`src/rtl/if_id_queue.sv`:
```
// ---------------------------------------------------------------------------
// if_id_queue
//
// Instruction queue between fetch and decode. Every instruction word that
// fetch loads is captured with its PC in a small circular FIFO. Decode drains
// the head through a valid/ready handshake, so a short decode stall does not
// immediately back-pressure fetch. A redirect (flush) empties the queue in a
// single cycle.
//
// Optional feature macro: IFQ_STALL_COUNT_EN adds a saturating 16-bit counter
// of cycles in which fetch presented an instruction to a full queue.
//
// Ports
//   clk                     single clock, rising edge
//   rst_n                   asynchronous active-low reset
//   enq_valid/pc/instr      fetch-side entry
//   enq_ready               queue not full (fetch stall = ~enq_ready)
//   deq_valid/pc/instr      head entry (zeros, i.e. a NOP, when empty)
//   deq_ready               decode consumes the head
//   flush                   redirect: drop everything, including this cycle's enq
//   count                   occupancy, 0..DEPTH
//   full_stall_count_reset  clear stall counter (macro only)
//   full_stall_count        stall counter (macro only)
// ---------------------------------------------------------------------------
module if_id_queue #(
    parameter int DEPTH = 4
) (
    input  logic                       clk,
    input  logic                       rst_n,
    input  logic                       enq_valid,
    input  logic [15:0]                enq_pc,
    input  logic [15:0]                enq_instr,
    output logic                       enq_ready,
    output logic                       deq_valid,
    output logic [15:0]                deq_pc,
    output logic [15:0]                deq_instr,
    input  logic                       deq_ready,
    input  logic                       flush,
`ifdef IFQ_STALL_COUNT_EN
    input  logic                       full_stall_count_reset,
    output logic [15:0]                full_stall_count,
`endif
    output logic [$clog2(DEPTH+1)-1:0] count
);

    localparam int AW = $clog2(DEPTH);
    localparam int CW = $clog2(DEPTH+1);
    localparam logic [AW:0] PTR_ONE = 1;

    // Pointers carry one extra wrap bit so full and empty are distinguishable.
    logic [AW:0] head_reg, head_next;
    logic [AW:0] tail_reg, tail_next;

    logic        empty;
    logic        full;
    logic        enq_fire;
    logic        deq_fire;
    logic [31:0] entry_arr [DEPTH];

    assign empty     = (head_reg == tail_reg);
    assign full      = (head_reg[AW-1:0] == tail_reg[AW-1:0]) &&
                       (head_reg[AW] != tail_reg[AW]);
    assign enq_ready = ~full;
    assign deq_valid = ~empty;
    // For a power-of-two depth the pointer difference is the occupancy.
    assign count     = CW'(tail_reg - head_reg);

    // Readiness comes from registered state only, so a same-cycle dequeue
    // never frees a slot for a same-cycle enqueue.
    assign enq_fire  = enq_valid & enq_ready & ~flush;
    assign deq_fire  = deq_valid & deq_ready & ~flush;

    always_comb begin
        head_next = head_reg;
        tail_next = tail_reg;
        if (flush) begin
            head_next = '0;
            tail_next = '0;
        end else begin
            if (enq_fire) tail_next = tail_reg + PTR_ONE;
            if (deq_fire) head_next = head_reg + PTR_ONE;
        end
    end

    always_ff @(posedge clk or negedge rst_n) begin
        if (!rst_n) begin
            head_reg <= '0;
            tail_reg <= '0;
        end else begin
            head_reg <= head_next;
            tail_reg <= tail_next;
        end
    end

    // Entry storage: contents need no reset, validity comes from the pointers.
    genvar gi;
    generate
        for (gi = 0; gi < DEPTH; gi++) begin : g_entry
            logic [31:0] entry_reg;
            always_ff @(posedge clk) begin
                if (enq_fire && (tail_reg[AW-1:0] == AW'(gi)))
                    entry_reg <= {enq_pc, enq_instr};
            end
            assign entry_arr[gi] = entry_reg;
        end
    endgenerate

    // Empty queue presents an all-zero word (BR never == NOP) to decode.
    assign {deq_pc, deq_instr} = deq_valid ? entry_arr[head_reg[AW-1:0]] : 32'h0;

`ifdef IFQ_STALL_COUNT_EN
    logic [15:0] stall_cnt_reg, stall_cnt_next;

    always_comb begin
        stall_cnt_next = stall_cnt_reg;
        if (full_stall_count_reset)
            stall_cnt_next = 16'h0000;
        else if (enq_valid && !enq_ready && !flush && (stall_cnt_reg != 16'hFFFF))
            stall_cnt_next = stall_cnt_reg + 16'h0001;
    end

    always_ff @(posedge clk or negedge rst_n) begin
        if (!rst_n) stall_cnt_reg <= 16'h0000;
        else        stall_cnt_reg <= stall_cnt_next;
    end

    assign full_stall_count = stall_cnt_reg;
`endif

endmodule

```
`config.mk`:
```
export PLATFORM = sky130hd
export DESIGN_NAME = if_id_queue
export DESIGN_NICKNAME = d
export VERILOG_FILES = /design/src/rtl/if_id_queue.sv
export SDC_FILE = /design/constraint.sdc
export NUM_CORES = 1
export LEC_CHECK = 0
export CORE_AREA = 2 2 101 103
export CTS_CLUSTER_DIAMETER = 60
export DETAILED_ROUTE_END_ITERATION = 8
export DIE_AREA = 0 0 103 105
export HOLD_SLACK_MARGIN = 0.15
export PLACE_DENSITY = 0.83
export REMOVE_ABC_BUFFERS = 1
export SETUP_SLACK_MARGIN = 0.2
export SLEW_MARGIN = 30
export SYNTH_ARGS = -nofsm -noshare
export SYNTH_HDL_FRONTEND = slang
export SYNTH_SLANG_ARGS = --single-unit
```
`constraint.sdc`:
```
create_clock -name clk -period 5.4 [get_ports clk]
set_input_delay 1.08 -clock clk [delete_from_list [all_inputs] [get_ports clk]]
set_output_delay 1.08 -clock clk [all_outputs]
set_load 0.01 [all_outputs]
```
* Word level (Yosys, flattened, before mapping)
Cells that the tools add are included.
** Cells by class
- $add $sub $neg :: 3
- $lt $le $gt $ge :: 1
- Equal/unequal tests :: 6
- Multiplexer cells :: 8
- Bitwise logic cells :: 8
- Reductions and logical operators :: 8
** Operators with widths (number)
- 2-to-1 mux 32 bit :: 3
- binary-select mux 32 bit (select 2 bit) :: 1
- 2-to-1 mux 3 bit :: 4
- adder 3 x 1 -> 3 bit, second input constant :: 2
- logical AND 1 bit :: 5
- AND 1 bit :: 4
- == test 2 bit, second input constant :: 2
- nonzero test 2 bit :: 2
- == test 3 bit :: 1
- >= comparator 3 bit, second input constant :: 1
- inverter 1 bit :: 3
- inverter 2 -> 3 bit :: 1
- subtractor 3 bit :: 1
- == test 2 x 1 -> 1 bit, second input constant :: 1
- == test 2 bit :: 1
- zero test 2 bit :: 1
- inequality test 1 bit :: 1
** Word-level totals
- Bits in registers :: 134
- Input port bits :: 37

* Depth between registers and ports, before layout
- Depth in word-level cells :: 7
- Depth in mapped cells :: 8

* Worst setup path before layout
OpenSTA, ideal clock, no wires.
- Kind :: register to output
- Start point :: register head_reg[1]
- End point :: output deq_instr[10]
- Arrival :: 1.750 ns
- Setup slack :: 2.570 ns
- Stages on the path, launching flop included :: 9
- Buffers on the path :: 3
- Cells stage by stage :: dfrtp_1 -> buf_2 -> buf_2 -> inv_1 -> ha_1 -> nand2_1 -> and2b_4 -> buf_6 -> nor2b_1
** Between the ends
- Cells in the longest elaborated chain, start to end :: 5
- Elaborated cells on any way between the ends :: 6
- Classes of those cells :: eq/ne (1); mux (4); bitwise (1)
** Ends and longest elaborated chain
- start, declared :: RTL line 51 : logic [AW:0] head_reg, head_next;
- start signal, assigned :: RTL line 90 : head_reg <= head_next;
- inverter 2 -> 3 bit (not written as such) :: RTL line 109 : assign {deq_pc, deq_instr} = deq_valid ? entry_arr[head_reg[AW-1:0]] : 32'h0;
- binary-select mux 32 bit (select 2 bit) :: RTL line 109
- 2-to-1 mux 32 bit (not written as such) (2 in a row) :: RTL line 109
- 2-to-1 mux 32 bit (*) :: RTL line 109
- end, declared :: RTL line 36 : output logic [15:0] deq_instr,
Every way passes the cells marked *; elsewhere a longest branch is shown, timed or not. The select of a mux whose other input is x is not followed.

* Worst setup path after layout
- Start point :: register tail_reg[0]
- End point :: output deq_instr[10]
** Between the ends
- Cells in the longest elaborated chain, start to end :: 2
** Ends and longest elaborated chain
- start, declared :: RTL line 52 : logic [AW:0] tail_reg, tail_next;
- start signal, assigned :: RTL line 91 : tail_reg <= tail_next;
- == test 3 bit :: RTL line 60 : assign empty = (head_reg == tail_reg);
- 2-to-1 mux 32 bit :: RTL line 109
No other way between the ends.

==> metrics.yaml <==
global_route:
  grt.overflow.total: 0
  gr-usage-all-layers: 0.197
  grt_pass1_wl_um: 15400
  via_count_of_the_first_global_routing_pass: 2931
  grt_antenna_before_repair: 0
  grt_max_degree: 37
floorplanning:
  fp.dieArea_um2: 10800
  floorplan.core_area_um2: 9640
  fp.dieW_um: 103
  num_rows: 36
  floorplan.die.height_um: 105
  boundary_pin_count: 74
  start_util: 0.577
place:
  gp_congestion: 0.753
  port_buffers: 73
  hpwl_um: 5400
  place_worst_setup_slack_ns: 1.76
worst_setup_path:
  timing.critical_path.required_ns: 4.32
  setup.worst_path.class: "reg -> out"
  arrival_ns: 3.14
  crit_path_max_fanout: 33
  reg2regPathDepth: 5
  reg2reg_from: "tail_reg[0]$_DFFE_PN0P_"
  cp-end-kind: "primary output"
  cp-startpoint: "tail_reg[0]$_DFFE_PN0P_"
  timing.critical_path.from_type: "flop"
timing:
  worst_slack_ns: 1.18
  finalWorstPathRequiredPeriod_ns: 4.22
  relSlewSlack: 0.415
  timing.final.setup_violations: 0
  setup_skew_ns: 0.00630
  rsz0062_at_grt: "no"
  max_slew.worst_pin.slew_ns: 0.878
  timing.final.max_slew_violations: 0
  final_min_period_over_clock_period: 0.781
  final-hold-violation-count: 0
  fin_setup_tns_ns: 0
  fmax_mhz: 237
synth:
  post_syn_area_um2: 5570
  syn-mean-instance-area_um2: 20.8
  synth_top_cell_area_share: 0.690
  synth-seq-cells: 134
  number_of_enable_type_register_cells_in_the_synthesized_netlist: 128
  yosys_warnings: 0
  async_sr_flop_fraction: 0.0448
  most_used_flip_flop_cell_after_synthesis: "sky130_fd_sc_hd__edfxtp_1"
  synth_cell_types: 36
  synthesis.instances: 268
  post-synth-top-area-cell: "sky130_fd_sc_hd__edfxtp_1"
  yosysSeqAreaShare: 0.717
  ys_top_cells_by_area: "sky130_fd_sc_hd__edfxtp_1 (69%), sky130_fd_sc_hd__mux4_2 (11%), sky130_fd_sc_hd__nor2b_4 (2.7%)"
status:
  status: "finished, final reports clean"
route:
  drc_errors: 0
  routedWlPerCell_um: 20.0
  routed_wl_um: 9870
  drt-initial-drc-count: 182
  drtPass1Iterations: 4
  avgViaCountPerCell: 5.64
  drtAntennaViolNets: 0
  dr_total_vias: 2788
power:
  clock_power_share: 0.282
  power_density_over_the_cells_nw_per_um2: 600
  cell_internal_pwr_uw: 2950
  sequential_cell_fraction_of_total_power: 0.306
  leakage_uw: 0.00231
  combinationalPowerShare: 0.412
  p_switching_uw: 1230
  worst_vdd_ir_v: 0.000425
  p_sw_frac: 0.294
cells_and_area:
  largest_register_ff_count: 128
  layout.area.seq_um2: 4000
  fill_cells: 597
  syn2layout_area_growth_pct: 25.3
  multi_input_area_um2: 1430
  ratio_of_cells_with_drive_above_1_in_the_final_layout: 0.219
  total_number_of_nets_in_the_final_design: 393
  antenna-diode-count: 0
clock_network:
  cts_tree: "yes"
  ctsHtreeMaxLevel: 4
  cts-root-to-sink-buffers: 2
  clock-sinks: 134
  path_clk_slew_ns: 0.06
  tritoncts.num_buffers: 17
  clk_root_buffer_cell: "sky130_fd_sc_hd__clkbuf_8"
  worst_skew_pair.late_latency_ns: 0.51
  cts.repair_timing.setup_buffer_count: 0
  cts_hold_repair.buffers: 0
  ctsResizeCount: 0
worst_hold_path:
  hold_path.startpoint: "head_reg[2]$_DFFE_PN0P_"
  worstHoldPathCells: 2
  min_path_type: "reg -> reg"
run:
  maxCapViolCount: 0
## per-layer routing
layer,share of wire,wire (µm),GRT usage,vias up
met5,0,0,0,-
met4,0.0081,80,0.0799,0
met3,0.049,479,0.0542,7
met2,0.51,5000,0.309,87
met1,0.44,4310,0.262,1452
li1,-,-,-,1242
## path summary, 6_finish.rpt
kind | end | slack, ns
max in group asynchronous | head_reg[0]$_DFFE_PN0P_ | 4.30
max reg2reg | g_entry[3].entry_reg[30]$_DFFE_PP_ | 2.80
min reg2reg | head_reg[2]$_DFFE_PN0P_ | 0.65
max | deq_instr[10] | 1.18
min in group asynchronous | tail_reg[0]$_DFFE_PN0P_ | 0.83
min | head_reg[2]$_DFFE_PN0P_ | 0.65
## layout by cell type (no fill, tap or decap), types with 5 or more instances in the layout
cell type and count:
sky130_fd_sc_hd__inv_1 7, sky130_fd_sc_hd__nor2b_4 11, sky130_fd_sc_hd__nor2b_1 18, sky130_fd_sc_hd__ha_1 7
sky130_fd_sc_hd__edfxtp_1 128, sky130_fd_sc_hd__mux4_2 28, sky130_fd_sc_hd__clkdlybuf4s50_1 73, sky130_fd_sc_hd__bufinv_16 5
sky130_fd_sc_hd__clkbuf_16 16
## critical path, cell delays in order, from the launching register on
cell and delay (ns):
sky130_fd_sc_hd__dfrtp_1 0.41, sky130_fd_sc_hd__inv_1 0.12, sky130_fd_sc_hd__ha_1 0.36, sky130_fd_sc_hd__nand2_1 0.25, sky130_fd_sc_hd__and2b_4 0.81, sky130_fd_sc_hd__nor2b_1 0.16
sky130_fd_sc_hd__clkdlybuf4s50_1 0.52
## metrics by stage
stage / hold slack, ns / power (µW) / instance area [µm²] / std cells / utilization
4_1_cts: 0.656 / 4220 / 6970 / 494 / 0.724
6_report: 0.651 / 4190 / 6970 / 494 / 0.724
3_5_place_dp: 0.647 / 3030 / 6370 / 462 / 0.660
5_1_grt: 0.683 / 4380 / 6970 / 494 / 0.724
2_1_floorplan: 0.577 / 2270 / 5450 / 254 / -
3_3_place_gp: 0.616 / 3000 / 6370 / 462 / 0.660
## final cells by class
| class | instances | share of cell area |
|---|---|---|
| Tap cell | 133 | 0.0239 |
| Sequential cell | 134 | 0.573 |
| Inverter | 7 | 0.00377 |
| Timing Repair Buffer | 75 | 0.107 |
| Clock buffer | 20 | 0.0610 |
| Clock inverter | 12 | 0.0262 |
| Multi-Input combinational cell | 113 | 0.205 |
## power by group through the flow
stage / clock network [µW] / registers [µW] / logic (µW)
after global placement: 0 / 1290 / 1710
after global routing: 1240 / 1290 / 1860
after CTS: 1200 / 1280 / 1750
after floorplan: 0 / 1370 / 903
after detailed placement: 0 / 1300 / 1730
final: 1180 / 1280 / 1720
## synth_stat cells, drive strengths merged (3+ instances only)
cell type,count
a31oi,4
nand3,3
edfxtp,128
ha,7
mux4,32
nand4b,4
dfrtp,6
and3,4
nor2b,33
inv,7
buf,12
nand2,4
## cells by family after synthesis
logic type	Yosys count	synth area share
multiplexers	33	0.134
buffers and inverters	21	0.0263
XOR/XNOR	2	0.00450
AND/OR/NAND/NOR	63	0.0888
adder cells (fa/ha/maj)	8	0.0193
flip-flops	134	0.717
AO/OA/AOI/OAI	7	0.00944
Power figures use the tool's default switching activity.
==> RTL edit, RTL diff (same settings) <==
Set the parameter `DEPTH` to 2 (it was 4).
--- a/src/rtl/if_id_queue.sv
+++ b/src/rtl/if_id_queue.sv
@@ -25,3 +25,3 @@
 module if_id_queue #(
-    parameter int DEPTH = 4
+    parameter int DEPTH = 2
 ) (
Ports: changed (resized count); port bits go from 74 to 73. No check against the original RTL was run, so the function may have changed too.
==> RTL edit against the unedited design <==
Cell area decreased by 45%; critical path depth decreased by 1; sequential cell count fell by 66; area after synthesis shrank 49%; clock skew is 0.0028 ns higher; via count shrank 40%; power decreased by 52%; setup slack improved by 0.62 ns; routed wire length is 44% lower.
==> RTL edit: results (changes against the unedited design) <==
metric,value,unit,change
outcome,completed,,
largest net degree at the start of global routing,38,,+2.7%
GRT Total Usage,0.111,,-0.0857
pre-CTS setup slack,2.13,ns,+0.370 ns
Leak,1.28,nW,-45%
Hold Path End,head_reg[1]$_DFFE_PN0P_,,
Critical-path top delay cell,and2_4,,
post-CTS repair timing setup buffer count,0,,unchanged
IO buf count,72,,-1.4%
Max IR drop VDD,0.000223,V,-48%
critical path's top delay family,simple AND/OR/NAND/NOR gates,,
synth unique cells,28,,-22%
Critical Path Source,tail_reg[0]$_DFFE_PN0P_,,
ys async rst share,0.0588,,+0.0140
Via density,4.29,,-24%
DR WL/cell,14.2,um,-29%
Worst Hold Class,flop to flop,,
reg2reg path depth,6,,+1
Initial DRC Count,82,,-55%
Max-slew headroom,0.538,,+0.123
global-route wire length before repair,8.74,mm,-43%
dpl cells,374,,-19%
initial antenna violation count,0,,unchanged
Placed Area,3680,um^2,-42%
worst hold start,tail_reg[1]$_DFFE_PN0P_,,
f_max,278,MHz,+17%
max FFs per register,64,,-50%
fill count,935,,+57%
drt first pass iters,4,,unchanged
Arrival @ worst endpoint,2.52,ns,-0.62 ns
"top cells by count, synth","edfxtp_1, mux2i_1, nor2_1",,
clock latency on the worst-skew pair,0.35,ns,-0.16 ns
Post-synth top flop,edfxtp_1,,
clk root buf,clkbuf_8,,
CTS Buf Count,9,,-8
Nets,290,,-26%
flop-to-flop setup slack,2.75,ns,-0.05 ns
Slowest Stage Delay on Critical Path,0.55,ns,-0.26 ns
top post-synthesis cells by area,"edfxtp_1, mux2i_1, nor2_1",,
RR Endpoint,g_entry[1].entry_reg[25]$_DFFE_PP_,,
number of global-route vias before repair,1723,,-41%
dpl hpwl,3.66,mm,-32%
layout cells sized above 1,0.113,,-0.106
register area share after synthesis,0.717,,about the same
Setup Skew,0.00913,ns,+0.00283 ns
end of the critical path,deq_pc[9],,
CTS clock-pin slew for the worst setup and hold paths,0.07,ns,
clock tree buffer depth,2,,unchanged
number of diodes,0,,unchanged
RD Place Congestion,0.658,,-13%
hold path cells,2,,unchanged
CP max FO,33,,unchanged
WL final,5.54,mm,-44%
post-CTS sizing,0,,unchanged
CTS H-Tree Depth,3,,-1
Fin Hold WS,0.624,ns,-0.0273 ns
Mapped Cells,174,,-35%
Post-synth EDFFs,64,,-50%
==> RTL edit: cell count changes after synthesis, sizes merged, moves of 3 or more <==
cell / change
nand4b: -3
ha: -6
inv: -4
mux2i: +34
buf: -4
mux4: -32
nor2b: -33
and3: -4
nor2: +34
edfxtp: -64
==> RTL edit: final cells by class <==
cell class | count | share of cell area
Clock buffer | 11 | 0.0341
Clock inverter | 4 | 0.0107
Inverter | 3 | 0.00293
Multi-Input combinational cell | 94 | 0.188
Sequential cell | 68 | 0.526
Tap cell | 133 | 0.0432
Timing Repair Buffer | 76 | 0.195
==> RTL edit: cells by family after synthesis <==
kind of cell / share of synthesized area
AO/OA/AOI/OAI: 0.0124
XOR/XNOR: 0.00888
adder cells (fa/ha/maj): 0.00444
buffers and inverters: 0.0315
flip-flops: 0.717
multiplexers: 0.121
AND/OR/NAND/NOR: 0.105
==> RTL edit: report_power, final <==
group	internal (W)	leakage (nW)	switching (W)
Sequential	0.000658	0.639	0.0000246
Combinational	0.000474	0.554	0.000478
Clock	0.000206	0.0859	0.000176
Total	0.00134	1.28	0.000678
==> RTL edit: worst reg2reg max path: cells and delay by family, from the launching register on <==
kind	cells	cell delay [ns]
buffers and inverters	3	0.72
and+or+nand+nor	1	0.59
DFF	1	0.42
adders and majority gates	1	0.38
AOI/OAI and AO/OA	1	0.22
==> RTL edit: metrics by stage <==
step	util	power [W]
after floorplan	-	0.00118
after global placement	0.381	0.00165
after detailed placement	0.381	0.00167
after CTS	0.399	0.00206
after global routing	0.399	0.00214
final	0.399	0.00202
==> RTL edit: metal layers <==
metal	GRT usage	part of all wire	vias up
li1	-	-	800
met1	0.124	0.41	796
met2	0.179	0.50	59
met3	0.0448	0.069	12
met4	0.0620	0.021	0
met5	0	0	-
